File: src/rtl/sfp_seq.sv
// Sequencer between psum SRAM and the sfp accumulate/ReLU unit: per output pixel it
// clears sfp, streams num_kij partial sums into it, applies ReLU and hands the result off.
module sfp_seq #(
  parameter int psum_bw = 16,
  parameter int addr_bw = 11,
  parameter int num_kij = 9,
  parameter int num_o   = 16,
  localparam int O_W    = (num_o > 1) ? $clog2(num_o) : 1,
  localparam int K_W    = (num_kij > 1) ? $clog2(num_kij + 1) : 1
) (
  input  logic               clk,
  input  logic               reset,
  input  logic               start,
  input  logic [addr_bw-1:0] base_addr,
  output logic               busy,
  output logic               done,
  output logic               rd_en,
  output logic [addr_bw-1:0] rd_addr,
  input  logic [psum_bw-1:0] rd_data,
  output logic               sfp_clr,
  output logic               sfp_acc,
  output logic               sfp_relu,
  output logic [psum_bw-1:0] sfp_data,
  input  logic [psum_bw-1:0] sfp_result,
  output logic               out_valid,
  input  logic               out_ready,
  output logic [psum_bw-1:0] out_data,
  output logic [O_W-1:0]     out_addr,
  output logic [2:0]         dbg_state
);

  typedef enum logic [2:0] {
    S_IDLE  = 3'd0,
    S_CLR   = 3'd1,
    S_RD    = 3'd2,
    S_DRAIN = 3'd3,
    S_RELU  = 3'd4,
    S_WR    = 3'd5,
    S_DONE  = 3'd6
  } state_t;

  localparam logic [K_W-1:0]     K_LAST    = K_W'(num_kij - 1);
  localparam logic [O_W-1:0]     O_LAST    = O_W'(num_o - 1);
  localparam logic [addr_bw-1:0] ADDR_STEP = addr_bw'(num_o);

  state_t             r_state;
  logic [addr_bw-1:0] r_base;
  logic [addr_bw-1:0] r_rd_addr;
  logic [O_W-1:0]     r_o;
  logic [K_W-1:0]     r_k;
  logic               r_busy;
  logic               r_done;
  logic               r_rd_en;
  logic               r_sfp_clr;
  logic               r_sfp_acc;
  logic               r_sfp_relu;
  logic               r_out_valid;
  logic               w_handshake;

  // Result port: out_valid rises on WR entry and, together with out_data/out_addr,
  // holds until a cycle with out_valid & out_ready; that cycle is the only transfer.
  assign w_handshake = r_out_valid & out_ready;

  always_ff @(posedge clk or negedge reset) begin
    if (!reset) begin
      r_state     <= S_IDLE;
      r_base      <= '0;
      r_rd_addr   <= '0;
      r_o         <= '0;
      r_k         <= '0;
      r_busy      <= 1'b0;
      r_done      <= 1'b0;
      r_rd_en     <= 1'b0;
      r_sfp_clr   <= 1'b0;
      r_sfp_acc   <= 1'b0;
      r_sfp_relu  <= 1'b0;
      r_out_valid <= 1'b0;
    end else begin
      // SRAM data lands one cycle after the read, so acc trails rd_en by one cycle.
      r_sfp_acc <= r_rd_en;
      case (r_state)
        S_IDLE: begin
          if (start) begin
            r_base    <= base_addr;
            r_o       <= '0;
            r_busy    <= 1'b1;
            r_sfp_clr <= 1'b1;
            r_state   <= S_CLR;
          end
        end
        S_CLR: begin
          r_k       <= '0;
          r_rd_addr <= r_base + addr_bw'(r_o);
          r_sfp_clr <= 1'b0;
          r_rd_en   <= 1'b1;
          r_state   <= S_RD;
        end
        S_RD: begin
          r_k       <= r_k + 1'b1;
          r_rd_addr <= r_rd_addr + ADDR_STEP;
          if (r_k == K_LAST) begin
            r_rd_en <= 1'b0;
            r_state <= S_DRAIN;
          end
        end
        S_DRAIN: begin
          r_sfp_relu <= 1'b1;
          r_state    <= S_RELU;
        end
        S_RELU: begin
          r_sfp_relu  <= 1'b0;
          r_out_valid <= 1'b1;
          r_state     <= S_WR;
        end
        S_WR: begin
          if (w_handshake) begin
            r_out_valid <= 1'b0;
            if (r_o == O_LAST) begin
              r_done  <= 1'b1;
              r_state <= S_DONE;
            end else begin
              r_o       <= r_o + 1'b1;
              r_sfp_clr <= 1'b1;
              r_state   <= S_CLR;
            end
          end
        end
        S_DONE: begin
          r_done  <= 1'b0;
          r_busy  <= 1'b0;
          r_state <= S_IDLE;
        end
        default: r_state <= S_IDLE;
      endcase
    end
  end

  assign busy      = r_busy;
  assign done      = r_done;
  assign rd_en     = r_rd_en;
  assign rd_addr   = r_rd_addr;
  assign sfp_clr   = r_sfp_clr;
  assign sfp_acc   = r_sfp_acc;
  assign sfp_relu  = r_sfp_relu;
  // Gated pass-throughs keep every output at zero while reset holds the registers.
  assign sfp_data  = r_sfp_acc ? rd_data : '0;
  assign out_valid = r_out_valid;
  assign out_data  = r_out_valid ? sfp_result : '0;
  assign out_addr  = r_o;
  assign dbg_state = r_state;

endmodule

File: config.mk
export PLATFORM = sky130hd
export DESIGN_NAME = sfp_seq
export DESIGN_NICKNAME = d
export VERILOG_FILES = /design/src/rtl/sfp_seq.sv
export SDC_FILE = /design/constraint.sdc
export NUM_CORES = 1
export LEC_CHECK = 0
export BUFFER_PORTS_ARGS = -buffer_cell sky130_fd_sc_hd__buf_2
export CORE_ASPECT_RATIO = 0.8
export CORE_MARGIN = 4
export CORE_UTILIZATION = 48
export CTS_CLUSTER_DIAMETER = 150
export DETAILED_ROUTE_END_ITERATION = 8
export HOLD_SLACK_MARGIN = 0.05
export PLACE_DENSITY_LB_ADDON = 0.08
export SYNTH_ARGS = -nofsm -noshare
export SYNTH_HDL_FRONTEND = slang
export SYNTH_SLANG_ARGS = --single-unit
export TNS_END_PERCENT = 30
File: constraint.sdc
create_clock -name clk -period 6.2 [get_ports clk]
set_clock_uncertainty 0.05 [all_clocks]
set_input_delay 1.24 -clock clk [delete_from_list [all_inputs] [get_ports clk]]
set_output_delay 1.24 -clock clk [all_outputs]
set_load 0.01 [all_outputs]
## After elaboration in Yosys (flattened, before gate mapping)

Index checks and enable logic that the tools add are counted.

| word-level totals | value |
|---|---|
| output and inout port bits | 57 |
| logic and storage cells | 72 |
| input port bits | 47 |
| register bits after elaboration | 40 |

| operators by class | value |
|---|---|
| mux-type cells | 26 |
| equality and inequality tests | 13 |
| bitwise operators | 1 |
| $add $sub $neg | 4 |
| reduce and logical (&&, ||, !) cells | 16 |

Operators by type and width:

| cell | number |
|---|---|
| 16-bit two-way mux | 2 |
| 11-bit one-hot mux with 2 select lines | 1 |
| 3-bit one-hot mux with 6 select lines | 1 |
| 4-bit one-hot mux with 2 select lines | 2 |
| 3-bit two-way mux | 4 |
| 4-bit two-way mux | 3 |
| 2-bit nonzero test | 6 |
| 11-bit by 4-bit adder with 11-bit output | 1 |
| 11-bit by 5-bit adder with 11-bit output (second input constant) | 1 |
| 2-bit inequality test (second input constant) | 5 |
| 1-bit one-hot mux with 2 select lines | 5 |
| 3-bit equality test (second input constant) | 3 |
| 4-bit by 1-bit adder with 4-bit output (second input constant) | 2 |
| 4-bit equality test (second input constant) | 2 |
| 2-bit AND reduction | 4 |
| 4-bit AND reduction | 2 |
| 1-bit two-way mux | 7 |
| 3-bit by 2-bit equality test with 1-bit output (second input constant) | 2 |
| 3-bit AND reduction | 2 |
| 3-bit by 1-bit equality test with 1-bit output (second input constant) | 1 |
| 3-bit logical NOT | 1 |
| 1-bit one-hot mux with 3 select lines | 1 |
| 3-bit nonzero test | 1 |
| 1-bit bitwise AND | 1 |

## Logic depth before layout (Yosys ltp)

Gate-level depths: netlist (run 1).

| depth | value |
|---|---|
| depth after elaboration | 4 |
| mapped depth | 8 |
| gate-level depth less buffers | 8 |

## Worst setup path before layout (run 1)

No wires, ideal clock.

| timing | value |
|---|---|
| kind | input to output |
| start | in sfp_result[0] |
| end | out out_data[0] |
| slack | 3.505 ns |
| arrival time | 1.405 ns |
| stages | 1 |
| required time | 4.910 ns |
| cell sequence | and2_1 |

| on the way | value |
|---|---|
| word-level cells in the longest chain between the ends | 1 |

Ends and longest elaborated chain:

| item | RTL line | text |
|---|---|---|
| start, declared | 24 | `input logic [psum_bw-1:0] sfp_result,` |
| 16-bit two-way mux | 148 | `assign out_data = r_out_valid ? sfp_result : '0;` |
| end, declared | 27 | `output logic [psum_bw-1:0] out_data,` |

Every way passes these cells.

## Worst setup path in the final report (run 1)

| timing | value |
|---|---|
| start | in sfp_result[10] |
| end | out out_data[10] |

Same word-level chain as after synthesis.

==> reports/results.ini, run 1 <==
[status]
status=completed

[yosys]
yosysWarnings=0
syn_inst=242
synth.net_count=298
ys_seq_elements=40
avgSynthCellArea_um2=9.51
syn_area_um2=2300
ys_seq_area_share_pct=43.5
netlist-cell-type-count=42
ys_async_sr_fraction_pct=100
synth_edf_count=0
synth_ff_type=dfrtp_1

[pwr]
intPower_mw=0.689
seqPwrFrac_pct=41.9
clockPowerShare_pct=13.9
leakage_nw=1.43
swShare_pct=42.6
powerDensity_nw_per_um2=410
p_total_mw=1.20
ir_drop_uv=256
combPwrFrac_pct=44.2
power_switching_mw=0.510

[sta]
worstMarginPinSlew_ns=0.878
fmax_ghz=0.345
setup_viol=0
rsz0062_at_grt=no
finalCriticalPeriod_ns=2.90
maxSlewHeadroom_pct=41.5
slew_viol_final=0
hold_violations=0
tns_ns=0
post-route-period-util_pct=46.8

[cts]
cts_tree=yes
cts_resized=0
insertion_delay_ns=0.29
cts_root_buf=clkbuf_8
hold_buffers=0
cts_made_buffers=5
clock_path_buffers=2
cts_sinks=40
h-tree-depth=2
clkSlewWorstSetupHoldPaths_ns=0.07
post_cts_buffers=0

[setup_path]
path_class=input pin to output port
r2r.worst_path.cells=8
required_ns=4.91
worstSetupStartpointType=input pin
critPathArrivalTime_ns=1.61
end_kind=output port
crit_path_max_fanout=1

[die]
ios=104
fp.dieArea_um2=5970
die_w_um=85.4
initial_core_util_pct=50.1
core_um2=4600
fp.dieH_um=69.9
rows=22

[place]
dp_hpwl_um=4050
gp_congestion=0.788
dp.cells=397
portBuffers=103

[finish]
layout_common_cells=buf_2, dfrtp_1, and2_1
drive_above_1_share_pct=37.8
fillers=416
antenna-diode-count=0
fin_nets=400
syn2layout_area_growth_pct=27.2
layout_commonest_cell=buf_2
fin_cells=404

[route]
num_vias=2043
wl_met3_um=300
post-route-drc-count=0
first_pass_iters=6
top_layer=met4
totalWireLength_um=5350
dr.first_iter.drc_count=88
dr_wl_met2_um=2540
final_antenna_net_count=0
vias_per_cell=5.06
wl_per_cell_um=13.2
met1_length_um=2440

[grt]
grt_pass1_vias=1971
grt-ovfl-total=0
grt_usage_pct=19.0
grt_pass1_wl_um=9200
antenna_found_initial=0
grt_max_degree=41

[flow_run]
maxCapViolations=0

[min_path]
min_path_type=flop to flop
holdPathStages=0

[cells by family after synthesis]
family          Yosys count  share of synthesized area (%)
flops                    40                           43.5
mux                      11                           5.38
xor+xnor                  9                           3.43
simple gates            110                           27.0
buf+inv                  16                           3.32
compound gates           47                           12.1
fa+ha+maj                 9                           5.22
[final timing paths]
path / from / to / slack (ns)
max in group asynchronous: reset / r_k[2] / 4.54
hold / removal: rd_en / sfp_acc / 0.38
hold reg to reg: rd_en / sfp_acc / 0.38
min in group asynchronous: reset / done / 1.01
setup reg to reg: out_addr[0] / rd_addr[8] / 3.93
setup / recovery: sfp_result[10] / out_data[10] / 3.30
[Yosys cell counts (3+ instances only)]
| cell type | count | share of area (%) |
|---|---|---|
| and2_1 | 32 | 8.7 |
| o21ai_0 | 18 | 3.9 |
| ha_1 | 8 | 4.4 |
| xor2_1 | 8 | 3.0 |
| nand4_1 | 4 | 1.1 |
| dfrtp_1 | 40 | 44 |
| buf_2 | 4 | 0.87 |
| a211oi_1 | 3 | 0.98 |
| nor2_1 | 20 | 3.3 |
| mux2_2 | 11 | 5.4 |
| nand2b_1 | 4 | 1.1 |
| nand3_1 | 7 | 1.5 |
| nand2_1 | 27 | 4.4 |
| a21oi_1 | 14 | 3.0 |
| nor3b_4 | 3 | 2.4 |
| inv_1 | 8 | 1.3 |
[sequential cells by signal (all words and copies together) (netlist names)]
signal and flops:
busy 1, dbg_state 3, done 1, out_addr 4
out_valid 1, r_base 11, r_k 4, rd_addr 11
rd_en 1, sfp_acc 1, sfp_clr 1, sfp_relu 1
[through the flow]
step / worst slack, ns / utilization, % / hold WS, ns / area (µm²)
finish: 3.30 / 63.7 / 0.376 / 2930
global route: 3.27 / 63.7 / 0.395 / 2930
CTS: 3.30 / 63.7 / 0.389 / 2930
detailed placement: 3.30 / 61.9 / 0.371 / 2850
global placement: 3.31 / 61.9 / 0.357 / 2850
floorplan: 3.51 / - / 0.384 / 2300
[cell type report]
class                           instances  area (µm²)  area share, %
Multi-Input combinational cell        186        1220           41.8
Tap cell                               60        75.1           2.57
Inverter                                8        30.0           1.03
Timing Repair Buffer                  103         515           17.6
Sequential cell                        40        1000           34.2
Clock inverter                          2        12.5          0.428
Clock buffer                            5        68.8           2.35
[layer usage]
metal | track usage, % | vias to the layer above
met1 | 25.5 | 955
met3 | 4.13 | 7
li1 | - | 1031
met5 | 0 | -
met2 | 30.8 | 50
met4 | 5.98 | 0
[power groups by stage]
stage	Combinational (mW)	Clock, mW	Sequential (mW)
after global placement	0.525	0	0.500
after CTS	0.540	0.173	0.500
final	0.530	0.167	0.502
after global routing	0.604	0.185	0.525
after floorplan	0.377	0	0.480
after detailed placement	0.536	0	0.505
[worst max-delay path: stages]
cell and delay (ns):
buf_2 0.09, and2_1 0.14, buf_2 0.13
(Power assumes the default switching activity.)
==> run 2, diff against run 1 <==
ABC_AREA = 1   (was default)
clock period = 2.7 ns   (was 6.2 ns; I/O delays follow)
==> reports/results.ini, run 2 <==
[yosys]
synthAdderAreaFrac_pct=4.86  ; was 5.22%
yosys.area_share.simple_pct=29.6  ; was 27.0%
synth_top_family_by_area=simple AND/OR/NAND/NOR gates  ; unchanged
yosysWarnings=0  ; unchanged
yosysMostFrequentCell=nand2_1  ; was dfrtp_1
synthMuxAreaShare_pct=1.82  ; was 5.38%
yosys.area.top_type=dfrtp_1  ; unchanged
netlist-cell-type-count=29  ; was 42
synth_common_cells=nand2_1, inv_1, dfrtp_1, nor2_1, nand3_1  ; was dfrtp_1, and2_1, nand2_1, nor2_1, o21ai_0
synth_top_cell_area_share_pct=40.5  ; was 43.5%
syn_inst=344  ; was 242
synth_xor_area_share_pct=2.83  ; was 3.43%
ys_seq_elements=40  ; unchanged
ys_seq_area_share_pct=40.5  ; was 43.5%
ys_async_sr_fraction_pct=100  ; unchanged
synth_ff_type=dfrtp_1  ; unchanged
syn_area_um2=2470  ; was 2300 µm²
synth_edf_count=0  ; unchanged
synth-compound-area-share_pct=8.50  ; was 12.1%
synth.net_count=400  ; was 298
synthTopCellsByArea=dfrtp_1, nand2_1, inv_1  ; was dfrtp_1, and2_1, mux2_2
avgSynthCellArea_um2=7.19  ; was 9.51 µm²

[grt]
grt_pass1_wl_um=9340  ; was 9200 µm
grt_max_degree=41  ; unchanged
grt_usage_pct=18.6  ; was 19.0%
grt_pass1_vias=2065  ; was 1,971
top_usage_layer=met2  ; unchanged
gr-usage-met1_pct=23.1  ; was 25.5%
grt-ovfl-total=0  ; unchanged
grt.met3_usage_pct=4.20  ; was 4.13%
globalRouteMet2Util_pct=32.7  ; was 30.8%
antenna_found_initial=0  ; unchanged

[die]
fp.dieH_um=72.2  ; was 69.9 µm
initial_core_util_pct=49.4  ; was 50.1%
fp.dieArea_um2=6370  ; was 5970 µm²
ios=104  ; unchanged
die_w_um=88.2  ; was 85.4 µm
core_um2=5010  ; was 4600 µm²
rows=23  ; was 22

[sta]
slew_viol_final=0  ; unchanged
fin_hold_ws_ns=0.313  ; was 0.376 ns
rsz0062_at_grt=no  ; unchanged
finalCriticalPeriod_ns=2.10
hold_violations=0  ; unchanged
fmax_ghz=0.476
worstMarginPinSlew_ns=0.864  ; was 0.878 ns
tns_ns=0  ; unchanged
post-route-period-util_pct=77.9
setup_viol=0  ; unchanged
maxSlewHeadroom_pct=42.4  ; was 41.5%

[place]
gp_congestion=0.860  ; was 0.788
place_area_um2=3020  ; was 2850 µm²
portBuffers=103  ; unchanged
dp.cells=501  ; was 397
dp_hpwl_um=4770  ; was 4050 µm

[finish]
regArea_um2=1000  ; unchanged
multi_input_area_um2=1180  ; was 1220 µm²
antenna-diode-count=0  ; unchanged
drive_above_1_share_pct=28.9  ; was 37.8%
layout_common_cells=buf_2, nand2_1, inv_1  ; was buf_2, dfrtp_1, and2_1
fin_cells=509  ; was 404
final_area_um2=3130  ; was 2930 µm²
fin_nets=502  ; was 400
fillers=480  ; was 416
syn2layout_area_growth_pct=26.4  ; was 27.2%
layout_commonest_cell=buf_2  ; unchanged

[cts]
clock_path_buffers=2  ; unchanged
hold_buffers=0  ; unchanged
insertion_delay_ns=0.29  ; about the same
h-tree-depth=2  ; unchanged
cts_resized=0  ; unchanged
cts_made_buffers=5  ; unchanged
post_cts_buffers=0  ; unchanged
cts_root_buf=clkbuf_8  ; unchanged
cts_sinks=40  ; unchanged
clkSlewWorstSetupHoldPaths_ns=0.07  ; about the same
cts_tree=yes  ; unchanged

[setup_path]
critPathArrivalTime_ns=2.23  ; was 1.61 ns
crit_path_max_fanout=7  ; was 1
end_kind=flop  ; was output port
worstSetupStartpointType=flop  ; was input pin
path_class=flop to flop  ; was input pin to output port
rrSetupSlack_ns=0.60  ; was 3.93 ns
required_ns=2.83  ; was 4.91 ns

[pwr]
powerDensity_nw_per_um2=1050  ; was 410 nW/µm²
ir_drop_uv=464  ; was 256 µV
leakage_nw=1.93  ; was 1.43 nW
p_total_mw=3.29  ; was 1.20 mW

[min_path]
min_path_type=input pin to async pin  ; was flop to flop

[route]
final_antenna_net_count=0  ; unchanged
first_pass_iters=4  ; was 6
num_vias=2450  ; was 2,043
post-route-drc-count=0  ; unchanged
vias_per_cell=4.81  ; was 5.06
totalWireLength_um=5990  ; was 5350 µm
dr.first_iter.drc_count=119  ; was 88
wl_per_cell_um=11.8  ; was 13.2 µm

[flow_run]
maxCapViolations=0  ; unchanged

[status]
status=completed  ; unchanged

-- run 2: final timing paths --
check	from	endpoint	depth (start not counted)
max	out_addr[0]	rd_addr[8]	9
min	reset	rd_addr[9]	1
max reg2reg	out_addr[0]	rd_addr[8]	9
min reg2reg	rd_en	sfp_acc	0
max in group asynchronous	reset	r_base[10]	1
min in group clk	rd_en	sfp_acc	0
-- run 2: routing by layer --
| metal | vias to the layer above | wire [µm] |
|---|---|---|
| met2 | 84 | 2790 |
| li1 | 1266 | - |
| met5 | - | 0 |
| met3 | 5 | 600 |
| met4 | 0 | 46 |
| met1 | 1095 | 2550 |
-- run 2: through the flow --
step	setup WS (ns)	util (%)
floorplan	0.791	-
global placement	0.705	60.3
detailed placement	0.651	60.3
CTS	0.625	62.4
global route	0.413	62.4
finish	0.597	62.4
-- run 2: logic make-up (layout without fill, tap and decap cells) --
logic type | Yosys count | in the layout
fa+ha+maj | 9 | 9
compound gates | 39 | 39
simple gates | 170 | 170
mux | 4 | 4
flops | 40 | 40
xor+xnor | 8 | 8
buf+inv | 74 | 177
-- run 2: power by group --
group	internal, mW	switching [mW]	total (mW)	leakage [nW]
clock	0.274	0.197	0.471	0.0552
sequential	0.854	0.305	1.16	0.474
combinational	0.656	1.01	1.66	1.40
-- run 2: cell type report --
class | count | share of cell area (%)
Clock inverter | 2 | 1.12
Tap cell | 62 | 2.48
Multi-Input combinational cell | 230 | 37.6
Timing Repair Buffer | 103 | 16.5
Sequential cell | 40 | 32.0
Clock buffer | 6 | 2.32
Inverter | 66 | 7.93
-- run 2: critical path, cell delays in order (launching register included) --
cell	delay, ns
dfrtp_1	0.43
ha_1	0.23
inv_1	0.07
fa_1	0.40
o21ai_1	0.43
nand3_1	0.13
nand2_1	0.09
nand3_1	0.06
nand2_1	0.06
nand2_1	0.04
